File: src/rtl/div_pkg.sv
// Shared definitions for the iterative divider.
// Contents:
//   DEFAULT_WIDTH - default operand/result width
//   state_t       - controller state encoding (IDLE, RUN, FINISH)
//   cnt_width()   - width of the iteration counter for a given operand width
package div_pkg;

    localparam int DEFAULT_WIDTH = 32;

    typedef enum logic [1:0] {
        IDLE   = 2'b00,
        RUN    = 2'b01,
        FINISH = 2'b10
    } state_t;

    // The counter must be able to hold the value WIDTH itself.
    function automatic int cnt_width(input int width);
        return $clog2(width) + 1;
    endfunction

endpackage

File: src/rtl/div_if.sv
// Request/response bundle between the control unit and the divider.
// Signals:
//   start       - request, sampled only while the divider is idle
//   is_signed   - 1 = DIV (two's complement), 0 = DIVU; sampled with start
//   src_a       - dividend; sampled with start
//   src_b       - divisor; sampled with start
//   busy        - an operation is in progress
//   done        - one-cycle pulse, results valid from this cycle
//   div_by_zero - valid with done, set if the divisor was zero
//   quotient    - registered quotient (to LO)
//   remainder   - registered remainder (to HI)
// Modports: master (requester side) and slave (the divider).
interface div_if #(
    parameter int WIDTH = 32
) ();

    logic             start;
    logic             is_signed;
    logic [WIDTH-1:0] src_a;
    logic [WIDTH-1:0] src_b;
    logic             busy;
    logic             done;
    logic             div_by_zero;
    logic [WIDTH-1:0] quotient;
    logic [WIDTH-1:0] remainder;

    modport master (
        output start, is_signed, src_a, src_b,
        input  busy, done, div_by_zero, quotient, remainder
    );

    modport slave (
        input  start, is_signed, src_a, src_b,
        output busy, done, div_by_zero, quotient, remainder
    );

endinterface

File: src/rtl/div_step.sv
// One restoring-division iteration, purely combinational.
// Ports:
//   rem_in   - partial remainder R (always smaller than the divisor)
//   quo_in   - quotient/dividend shift register Q
//   divisor  - divisor magnitude D
//   rem_out  - next R
//   quo_out  - next Q with the new quotient bit in bit 0
module div_step #(
    parameter int WIDTH = 32
) (
    input  logic [WIDTH-1:0] rem_in,
    input  logic [WIDTH-1:0] quo_in,
    input  logic [WIDTH-1:0] divisor,
    output logic [WIDTH-1:0] rem_out,
    output logic [WIDTH-1:0] quo_out
);

    logic [WIDTH:0] shifted;
    logic [WIDTH:0] diff;
    logic           fits;

    // {R,Q} shifted left by one; the top dividend bit moves into R.
    // Because R < D before the shift, the shifted value needs WIDTH+1 bits
    // and a successful subtraction always leaves a result below D.
    assign shifted = {rem_in, quo_in[WIDTH-1]};
    assign diff    = shifted - {1'b0, divisor};
    assign fits    = (shifted >= {1'b0, divisor});

    assign rem_out = fits ? diff[WIDTH-1:0] : shifted[WIDTH-1:0];
    assign quo_out = {quo_in[WIDTH-2:0], fits};

endmodule

File: src/rtl/div_unit.sv
// Iterative radix-2 restoring divider backing the MIPS DIV/DIVU instructions.
// One quotient bit is produced per clock; signed division works on operand
// magnitudes and fixes up the signs when the result is registered.
// Ports:
//   clk   - rising-edge clock
//   rst_n - asynchronous active-low reset, discards any in-flight operation
//   bus   - div_if slave: start/is_signed/src_a/src_b in,
//           busy/done/div_by_zero/quotient/remainder out
module div_unit
    import div_pkg::*;
#(
    parameter int WIDTH = DEFAULT_WIDTH
) (
    input  logic  clk,
    input  logic  rst_n,
    div_if.slave  bus
);

    localparam int CNT_W = cnt_width(WIDTH);

    state_t           state_q;
    state_t           state_d;
    logic [CNT_W-1:0] cnt_q;
    logic [WIDTH-1:0] rem_q;
    logic [WIDTH-1:0] quo_q;
    logic [WIDTH-1:0] dvsr_q;
    logic             qneg_q;
    logic             rneg_q;
    logic             dz_q;

    logic             done_q;
    logic             div_by_zero_q;
    logic [WIDTH-1:0] quotient_q;
    logic [WIDTH-1:0] remainder_q;

    logic             accept;
    logic             finish_now;
    logic             a_neg;
    logic             b_neg;
    logic             b_zero;
    logic [WIDTH-1:0] a_mag;
    logic [WIDTH-1:0] b_mag;
    logic [WIDTH-1:0] step_rem;
    logic [WIDTH-1:0] step_quo;

    // Negating the most-negative value yields the same bit pattern, which
    // read as unsigned is exactly its magnitude, so no extra bit is needed.
    assign a_neg  = bus.is_signed & bus.src_a[WIDTH-1];
    assign b_neg  = bus.is_signed & bus.src_b[WIDTH-1];
    assign a_mag  = a_neg ? -bus.src_a : bus.src_a;
    assign b_mag  = b_neg ? -bus.src_b : bus.src_b;
    assign b_zero = (bus.src_b == '0);

    div_step #(
        .WIDTH (WIDTH)
    ) u_step (
        .rem_in  (rem_q),
        .quo_in  (quo_q),
        .divisor (dvsr_q),
        .rem_out (step_rem),
        .quo_out (step_quo)
    );

    always_ff @(posedge clk or negedge rst_n) begin
        if (!rst_n) begin
            state_q <= IDLE;
        end else begin
            state_q <= state_d;
        end
    end

    // A new request is only taken in IDLE once the done pulse has gone, so a
    // start held through the done cycle is not mistaken for a fresh one.
    // FINISH stays put while the counter is non-zero: a normal divide enters
    // it with the counter already at zero, a zero divisor enters with one so
    // its result lands two edges after the start edge.
    always_comb begin
        state_d = state_q;
        accept  = 1'b0;
        case (state_q)
            IDLE: begin
                if (bus.start && !done_q) begin
                    accept  = 1'b1;
                    state_d = b_zero ? FINISH : RUN;
                end
            end
            RUN: begin
                if (cnt_q == CNT_W'(1)) begin
                    state_d = FINISH;
                end
            end
            FINISH: begin
                if (cnt_q == '0) begin
                    state_d = IDLE;
                end
            end
            default: begin
                state_d = IDLE;
            end
        endcase
    end

    assign finish_now = (state_q == FINISH) && (cnt_q == '0);

    // For a zero divisor the dividend magnitude stays parked in quo_q; with
    // rneg applied it reproduces the original dividend as the remainder.
    always_ff @(posedge clk or negedge rst_n) begin
        if (!rst_n) begin
            cnt_q         <= '0;
            rem_q         <= '0;
            quo_q         <= '0;
            dvsr_q        <= '0;
            qneg_q        <= 1'b0;
            rneg_q        <= 1'b0;
            dz_q          <= 1'b0;
            done_q        <= 1'b0;
            div_by_zero_q <= 1'b0;
            quotient_q    <= '0;
            remainder_q   <= '0;
        end else begin
            done_q <= finish_now;
            if (accept) begin
                rem_q         <= '0;
                quo_q         <= a_mag;
                dvsr_q        <= b_mag;
                qneg_q        <= a_neg ^ b_neg;
                rneg_q        <= a_neg;
                dz_q          <= b_zero;
                cnt_q         <= b_zero ? CNT_W'(1) : CNT_W'(WIDTH);
                div_by_zero_q <= 1'b0;
            end else if (state_q == RUN) begin
                rem_q <= step_rem;
                quo_q <= step_quo;
                cnt_q <= cnt_q - 1'b1;
            end else if ((state_q == FINISH) && (cnt_q != '0)) begin
                cnt_q <= cnt_q - 1'b1;
            end else if (finish_now) begin
                div_by_zero_q <= dz_q;
                if (dz_q) begin
                    quotient_q  <= '1;
                    remainder_q <= rneg_q ? -quo_q : quo_q;
                end else begin
                    quotient_q  <= qneg_q ? -quo_q : quo_q;
                    remainder_q <= rneg_q ? -rem_q : rem_q;
                end
            end
        end
    end

    assign bus.busy        = (state_q != IDLE);
    assign bus.done        = done_q;
    assign bus.div_by_zero = div_by_zero_q;
    assign bus.quotient    = quotient_q;
    assign bus.remainder   = remainder_q;

endmodule
File: src/flat_wrapper.sv
// flat-port wrapper written by rule: the top's interface ports become plain ports
module div_unit_flat import div_pkg::*;
#(
    parameter int WIDTH = DEFAULT_WIDTH
)
  (clk, rst_n, bus_start, bus_is_signed, bus_src_a, bus_src_b, bus_busy, bus_done, bus_div_by_zero, bus_quotient, bus_remainder);
  div_if #(.WIDTH(WIDTH)) bus_i ();
  input  logic clk;
  input  logic rst_n;
  input wire logic [$bits(bus_i.start)-1:0] bus_start;
  input wire logic [$bits(bus_i.is_signed)-1:0] bus_is_signed;
  input wire logic [$bits(bus_i.src_a)-1:0] bus_src_a;
  input wire logic [$bits(bus_i.src_b)-1:0] bus_src_b;
  output wire logic [$bits(bus_i.busy)-1:0] bus_busy;
  output wire logic [$bits(bus_i.done)-1:0] bus_done;
  output wire logic [$bits(bus_i.div_by_zero)-1:0] bus_div_by_zero;
  output wire logic [$bits(bus_i.quotient)-1:0] bus_quotient;
  output wire logic [$bits(bus_i.remainder)-1:0] bus_remainder;
  assign bus_i.start = bus_start;
  assign bus_i.is_signed = bus_is_signed;
  assign bus_i.src_a = bus_src_a;
  assign bus_i.src_b = bus_src_b;
  assign bus_busy = bus_i.busy;
  assign bus_done = bus_i.done;
  assign bus_div_by_zero = bus_i.div_by_zero;
  assign bus_quotient = bus_i.quotient;
  assign bus_remainder = bus_i.remainder;
  div_unit #(.WIDTH(WIDTH)) u_core (.clk(clk), .rst_n(rst_n), .bus(bus_i));
endmodule
File: config.mk
export PLATFORM = sky130hd
export DESIGN_NAME = div_unit_flat
export DESIGN_NICKNAME = d
export VERILOG_FILES = /design/src/rtl/div_pkg.sv /design/src/rtl/div_if.sv /design/src/rtl/div_step.sv /design/src/rtl/div_unit.sv /design/src/flat_wrapper.sv
export SDC_FILE = /design/constraint.sdc
export NUM_CORES = 1
export LEC_CHECK = 0
export ABC_AREA = 0
export CAP_MARGIN = 20
export CORE_MARGIN = 2
export CORE_UTILIZATION = 32
export DETAILED_ROUTE_END_ITERATION = 10
export PLACE_DENSITY = 0.52
export SETUP_SLACK_MARGIN = 0.3
export SKIP_LAST_GASP = 1
export SLEW_MARGIN = 20
export SYNTH_ARGS = -nofsm -noshare
export SYNTH_HDL_FRONTEND = slang
export SYNTH_SLANG_ARGS = --single-unit
File: constraint.sdc
create_clock -name clk -period 5.2 [get_ports clk]
set_clock_uncertainty 0.1 [all_clocks]
set_input_delay 1.3 -clock clk [delete_from_list [all_inputs] [get_ports clk]]
set_output_delay 1.3 -clock clk [all_outputs]
set_load 0.05 [all_outputs]
== Yosys cells after proc, flatten, opt, wreduce, memory -nomap -nowiden ==
Cells that the tools add are included.
Word-level totals
  input port bits: 68
  register bits: 173
  logic and storage cells: 75
Operators by class
  equality and inequality tests: 8
  bitwise logic cells: 6
  reductions and logical operators: 15
  magnitude comparators: 1
  mux-type cells: 27
  $add $sub $neg: 6
Operators with widths (number)
  $mux W32: 12
  $neg A32 Y32: 4
  $ge A33 B32 Y1: 1
  $logic_not A32 Y1: 1
  $sub A32 B32 Y32: 1
  $mux W6: 4
  $ne A2 B1 Y1 const B: 5
  $mux W2: 4
  $eq A6 B1 Y1 const B: 1
  $logic_not A6 Y1: 1
  $mux W1: 6
  $pmux W2 S3: 1
  $reduce_and A3 Y1: 2
  $reduce_bool A2 Y1: 3
  $reduce_bool A6 Y1: 1
  $sub A6 B1 Y6 const B: 1
  $reduce_and A4 Y1: 1
  $logic_and A1 B1 Y1: 3
  $not A1 Y1: 3
  $reduce_bool A3 Y1: 1
  $and A1 B1 Y1: 2
  $eq A2 B1 Y1 const B: 1
  $eq A2 B2 Y1 const B: 1
  $logic_not A2 Y1: 1
  other kinds (2): 2

== Longest topological paths before layout ==
  depth after elaboration: 6
  gate-level depth with buffers: 14

== Cells and area by module ==
A second synthesis with hierarchy kept.
Second synthesis, totals
  cell total of the unflattened synthesis: 1520
  area total of the unflattened synthesis: 12515.8 um2
By module, submodules not included
  div_unit: cells each 1187, instances 1, sequential area each 4329.2 um2, area each 10079.7 um2
  div_step: cells each 333, instances 1, sequential area each 0.0 um2, area each 2436.1 um2

== Least setup slack after synthesis ==
No wires, ideal clock.
  kind: input to register
  from: input bus_src_b[3]
  to: register u_core.cnt_q[0]
  stages on the path: 8
  setup time: 0.064 ns
  required time: 5.036 ns
  path slack: 1.715 ns
  arrival time: 3.321 ns
  path through: or3_1 > nor3b_1 > and3b_1 > clkbuf_1 > and3_1 > nand2_1 > nor4_1 > or2_2
On the way
  longest elaborated chain between the ends: 3
RTL lines
  start, declared: RTL line flat_wrapper.sv:13  | input wire logic [$bits(bus_i.src_b)-1:0] bus_src_b;
  $logic_not A32 Y1: RTL line div_unit.sv:52  | assign b_zero = (bus.src_b == '0);
  $mux W6: RTL line div_unit.sv:129  | cnt_q <= b_zero ? CNT_W'(1) : CNT_W'(WIDTH);
  $mux W6: RTL line div_unit.sv:122  | if (accept) begin
  end signal, assigned: RTL line div_unit.sv:129
  end signal, assigned: RTL line div_unit.sv:134  | cnt_q <= cnt_q - 1'b1;
  end signal, assigned: RTL line div_unit.sv:136  | cnt_q <= cnt_q - 1'b1;
  end, declared: RTL line div_unit.sv:23  | logic [CNT_W-1:0] cnt_q;
Every way passes these cells.
A chain may end at the register's enable or synchronous reset.

== Worst setup path in the final report ==
Ends and elaborated chain as after synthesis.

==> Implementation_results.wiki <==
{| class="wikitable"
! Metric !! Value
|-
| Highest metal used || met4
|-
| Critical hold path startpoint || u_core.bus.quotient[2]
|-
| Arrival time of data at the critical path endpoint || 4.25 ns
|-
| TritonRoute pass-1 iters || 5
|-
| Min Clock Period, post-route || 3.96 ns
|-
| Startpoint type of the worst setup path || input port
|-
| Switching Power || 4.59 mW
|-
| HPWL after detailed placement || 28.0 mm
|-
| Critical Setup Path Class || in -> reg
|-
| Total leakage power || 5.95 nW
|-
| CTS resizes || 0
|-
| TritonCTS Buffers || 17
|-
| Synth Warn # || 0
|-
| Sequential fraction of design power || 27.8%
|-
| Post-Synthesis Net Count || 1626
|-
| Count of clock tree sinks || 173
|-
| Maximum number of pins on one net before global-route repair || 85
|-
| Sequential element share of the synthesized area || 35.7%
|-
| Fin. max-slew vios || 0
|-
| Std-Cell Rows || 71
|-
| Source-to-sink clock delay at the later pin of the worst-skew pair || 0.46 ns
|-
| Unrepaired setup endpoints after global routing || no
|-
| Fin. Hold Viols || 0
|-
| P per Cell Area || 651 nW/um^2
|-
| Share of total power in combinational logic || 58.2%
|-
| Clock tree from TritonCTS || yes
|-
| Worst Setup End Kind || register
|-
| CTS clk-pin slew, worst paths || 0.07 ns
|-
| Mapped Area || 12100 um^2
|-
| Maximum count of clock buffers along a single path || 2
|-
| Seq cells post-synth || 173
|-
| Number of antenna violations at the first check in global routing || 0
|-
| Total core area || 37500 um^2
|-
| Internal Power || 4.81 mW
|-
| DRC violation total after the first TritonRoute iteration || 798
|-
| Post-Route Setup TNS || 0 ns
|-
| Clock tree root buffer cell || sky130_fd_sc_hd__clkbuf_16
|-
| Total number of vias || 10836
|-
| Die width || 199 um
|-
| Proportion of register bits with asynchronous set or reset after synthesis || 100%
|-
| Cells after Synth || 1518
|-
| Unique masters post-synth || 70
|-
| Part of the power in the clock network || 14.0%
|-
| Area share of the largest cell type after synthesis || 35.7%
|-
| Detailed-route wire length || 36.8 mm
|-
| Starting utilization of the core area || 32.4%
|-
| Leading register cell type out of synthesis || sky130_fd_sc_hd__dfrtp_1
|-
| Net total in the final layout || 1695
|-
| Synth area leader || sky130_fd_sc_hd__dfrtp_1
|-
| Post-Place Cell Area || 13900 um^2
|-
| Total GRT Usage || 19.2%
|-
| Path type of the worst min-delay path || reg -> reg
|-
| Number of vias per cell || 5.14
|-
| Layout cells sized above 1 || 4.88%
|-
| Number of enable flip-flop cells after synthesis || 0
|-
| RePlAce Congestion || 0.891
|-
| Remaining antenna violation count after routing || 0
|-
| Run status || complete, no violations
|-
| Area contributors post-synth || sky130_fd_sc_hd__dfrtp_1 (36%), sky130_fd_sc_hd__o21ai_0 (7.3%), sky130_fd_sc_hd__nand2_1 (7.1%)
|-
| Proportion of total power due to net switching || 48.8%
|-
| Endpoints failing setup || 0
|-
| IR drop worst, VDD || 383 uV
|-
| Fin worst setup slack || 1.24 ns
|-
| Launching point of the worst reg2reg path || u_core.rem_q[11]
|-
| Antenna diode count || 0
|-
| Post-route cell area || 14400 um^2
|-
| Detailed route wirelength on metal3 || 1.48 mm
|-
| Transition time at the pin with the least slew margin || 1.12 ns
|-
| Drc violations || 0
|-
| Ports placed on the boundary || 135
|-
| Layout area overhead || 19.0%
|-
| Setup WS pre-CTS || 0.830 ns
|-
| Max_cap viols || 0
|-
| H-Tree Depth || 4
|-
| Number of setup buffers added after CTS || 0
|-
| Met1 Routed Length || 18.6 mm
|-
| Data required time at the worst endpoint || 5.49 ns
|-
| Vias in the first global route || 10303
|-
| Max transition margin || 25.3%
|-
| Count of buffers from port buffering || 134
|-
| Total Die Area || 39500 um^2
|-
| Global-route wire length before repair || 58.6 mm
|-
| Hold buffer count at cts || 0
|-
| Final worst-path cycle share || 76.2%
|-
| Critical Path Start || bus_src_b[3]
|-
| Upper clock frequency limit || 253 MHz
|-
| Crit-path max FO || 6
|-
| Grt total ovfl || 0
|-
| Routed WL per cell || 17.4 um
|-
| Synthesized area divided by synthesized cell count || 7.99 um^2
|-
| Met2 wire len || 15.8 mm
|-
| Height of the chip || 199 um
|}
per-layer routing:
metal	GRT usage (%)	vias to the layer above
met5	0	-
met4	6.30	0
li1	-	5417
met1	28.0	5135
met2	29.0	244
met3	2.53	40
power groups by stage:
stage	Sequential [mW]	Combinational (mW)	Clock, mW
final	2.61	5.48	1.32
after global routing	2.69	6.19	1.41
after CTS	2.59	5.48	1.34
after detailed placement	2.62	5.46	0
after global placement	2.60	5.41	0
after floorplan	2.20	4.35	0
critical path, stage by stage:
cell and delay (ns):
sky130_fd_sc_hd__clkdlybuf4s50_1 0.45, sky130_fd_sc_hd__or3_1 0.43, sky130_fd_sc_hd__nor3b_1 0.51, sky130_fd_sc_hd__and3b_1 0.38
sky130_fd_sc_hd__and3_1 0.25, sky130_fd_sc_hd__nand2_1 0.14, sky130_fd_sc_hd__nor4_1 0.57, sky130_fd_sc_hd__or2_2 0.22
path summary, 6_finish.rpt:
| kind | slack (ns) | to | cells past startpoint |
|---|---|---|---|
| setup / recovery | 1.24 | u_core.cnt_q[0] | 8 |
| hold / removal | 0.37 | u_core.bus.quotient[2] | 2 |
| setup reg to reg | 1.35 | u_core.rem_q[0] | 11 |
| min in group asynchronous | 0.81 | u_core.dvsr_q[19] | 1 |
| hold reg to reg | 0.37 | u_core.bus.quotient[2] | 2 |
| max in group asynchronous | 3.28 | u_core.bus.quotient[26] | 2 |
placed cells by master, fill, tap and decap left out, drive strengths merged, types with 6 or more instances in the layout:
| master | n |
|---|---|
| nor2 | 118 |
| nor2b | 6 |
| nor3 | 22 |
| nor4 | 14 |
| or2 | 7 |
| o21a | 9 |
| a21o | 6 |
| dfrtp | 173 |
| ha | 39 |
| and3 | 20 |
| and2 | 9 |
| nand3 | 42 |
| o41ai | 6 |
| or4 | 16 |
| mux2i | 26 |
| nand2 | 230 |
| a31oi | 37 |
| buf | 14 |
| clkbuf | 19 |
| nand2b | 17 |
| o21ai | 182 |
| xnor2 | 98 |
| or3 | 18 |
| inv | 63 |
| a21oi | 110 |
| o31ai | 27 |
| clkdlybuf4s50 | 133 |
| xor2 | 72 |
flip-flops by register name, summed over array words and instances, names as in the netlist:
name,flops
u_core.cnt_q,6
u_core.state_q,2
u_core.quo_q,32
u_core.bus.quotient,32
u_core.dz_q,1
u_core.rem_q,32
u_core.bus.remainder,32
u_core.rneg_q,1
u_core.qneg_q,1
u_core.bus.div_by_zero,1
u_core.bus.done,1
u_core.dvsr_q,32
cells by family after synthesis:
kind of cell    count (synthesis)  share of synthesized area, %
buf+inv                       157                          5.01
flops                         173                          35.7
compound gates                413                          19.7
mux                            28                          2.45
fa+ha+maj                      40                          4.19
xor+xnor                      170                          12.3
simple gates                  537                          20.8
per-stage QoR:
stage / utilization [%] / hold slack [ns] / cells / power [mW]
2_1_floorplan: - / 0.350 / 1518 / 6.55
3_3_place_gp: 37.0 / 0.355 / 2079 / 8.02
3_5_place_dp: 37.0 / 0.364 / 2079 / 8.08
4_1_cts: 38.5 / 0.380 / 2110 / 9.41
5_1_grt: 38.5 / 0.401 / 2110 / 10.3
6_report: 38.5 / 0.374 / 2110 / 9.41
synthesized netlist by cell type, drive strengths merged (4+ instances only):
cell and n:
nor3 22, xnor2 98, or2 7, o31ai 27, xor2 72, a21oi 110
and2 9, mux2i 26, nand2 230, a21o 6, nor2 118, and3 20
nand2b 17, clkbuf 80, ha 39, a31oi 37, inv 59, nor4 14
nand4b 4, o21a 9, nor2b 6, o21ai 182, buf 17, o41ai 6
dfrtp 173, or4 16, nand3 42, nand4 5, or3 18
layout make-up:
type,count,area (um^2)
clock inverters,12,136
inverters,60,225
multi-input cells,1188,7220
clock buffers,19,443
well taps,511,639
repair buffers,147,1450
flip-flops and latches,173,4330
fillers,3933,23000
(Power assumes the default switching activity.)
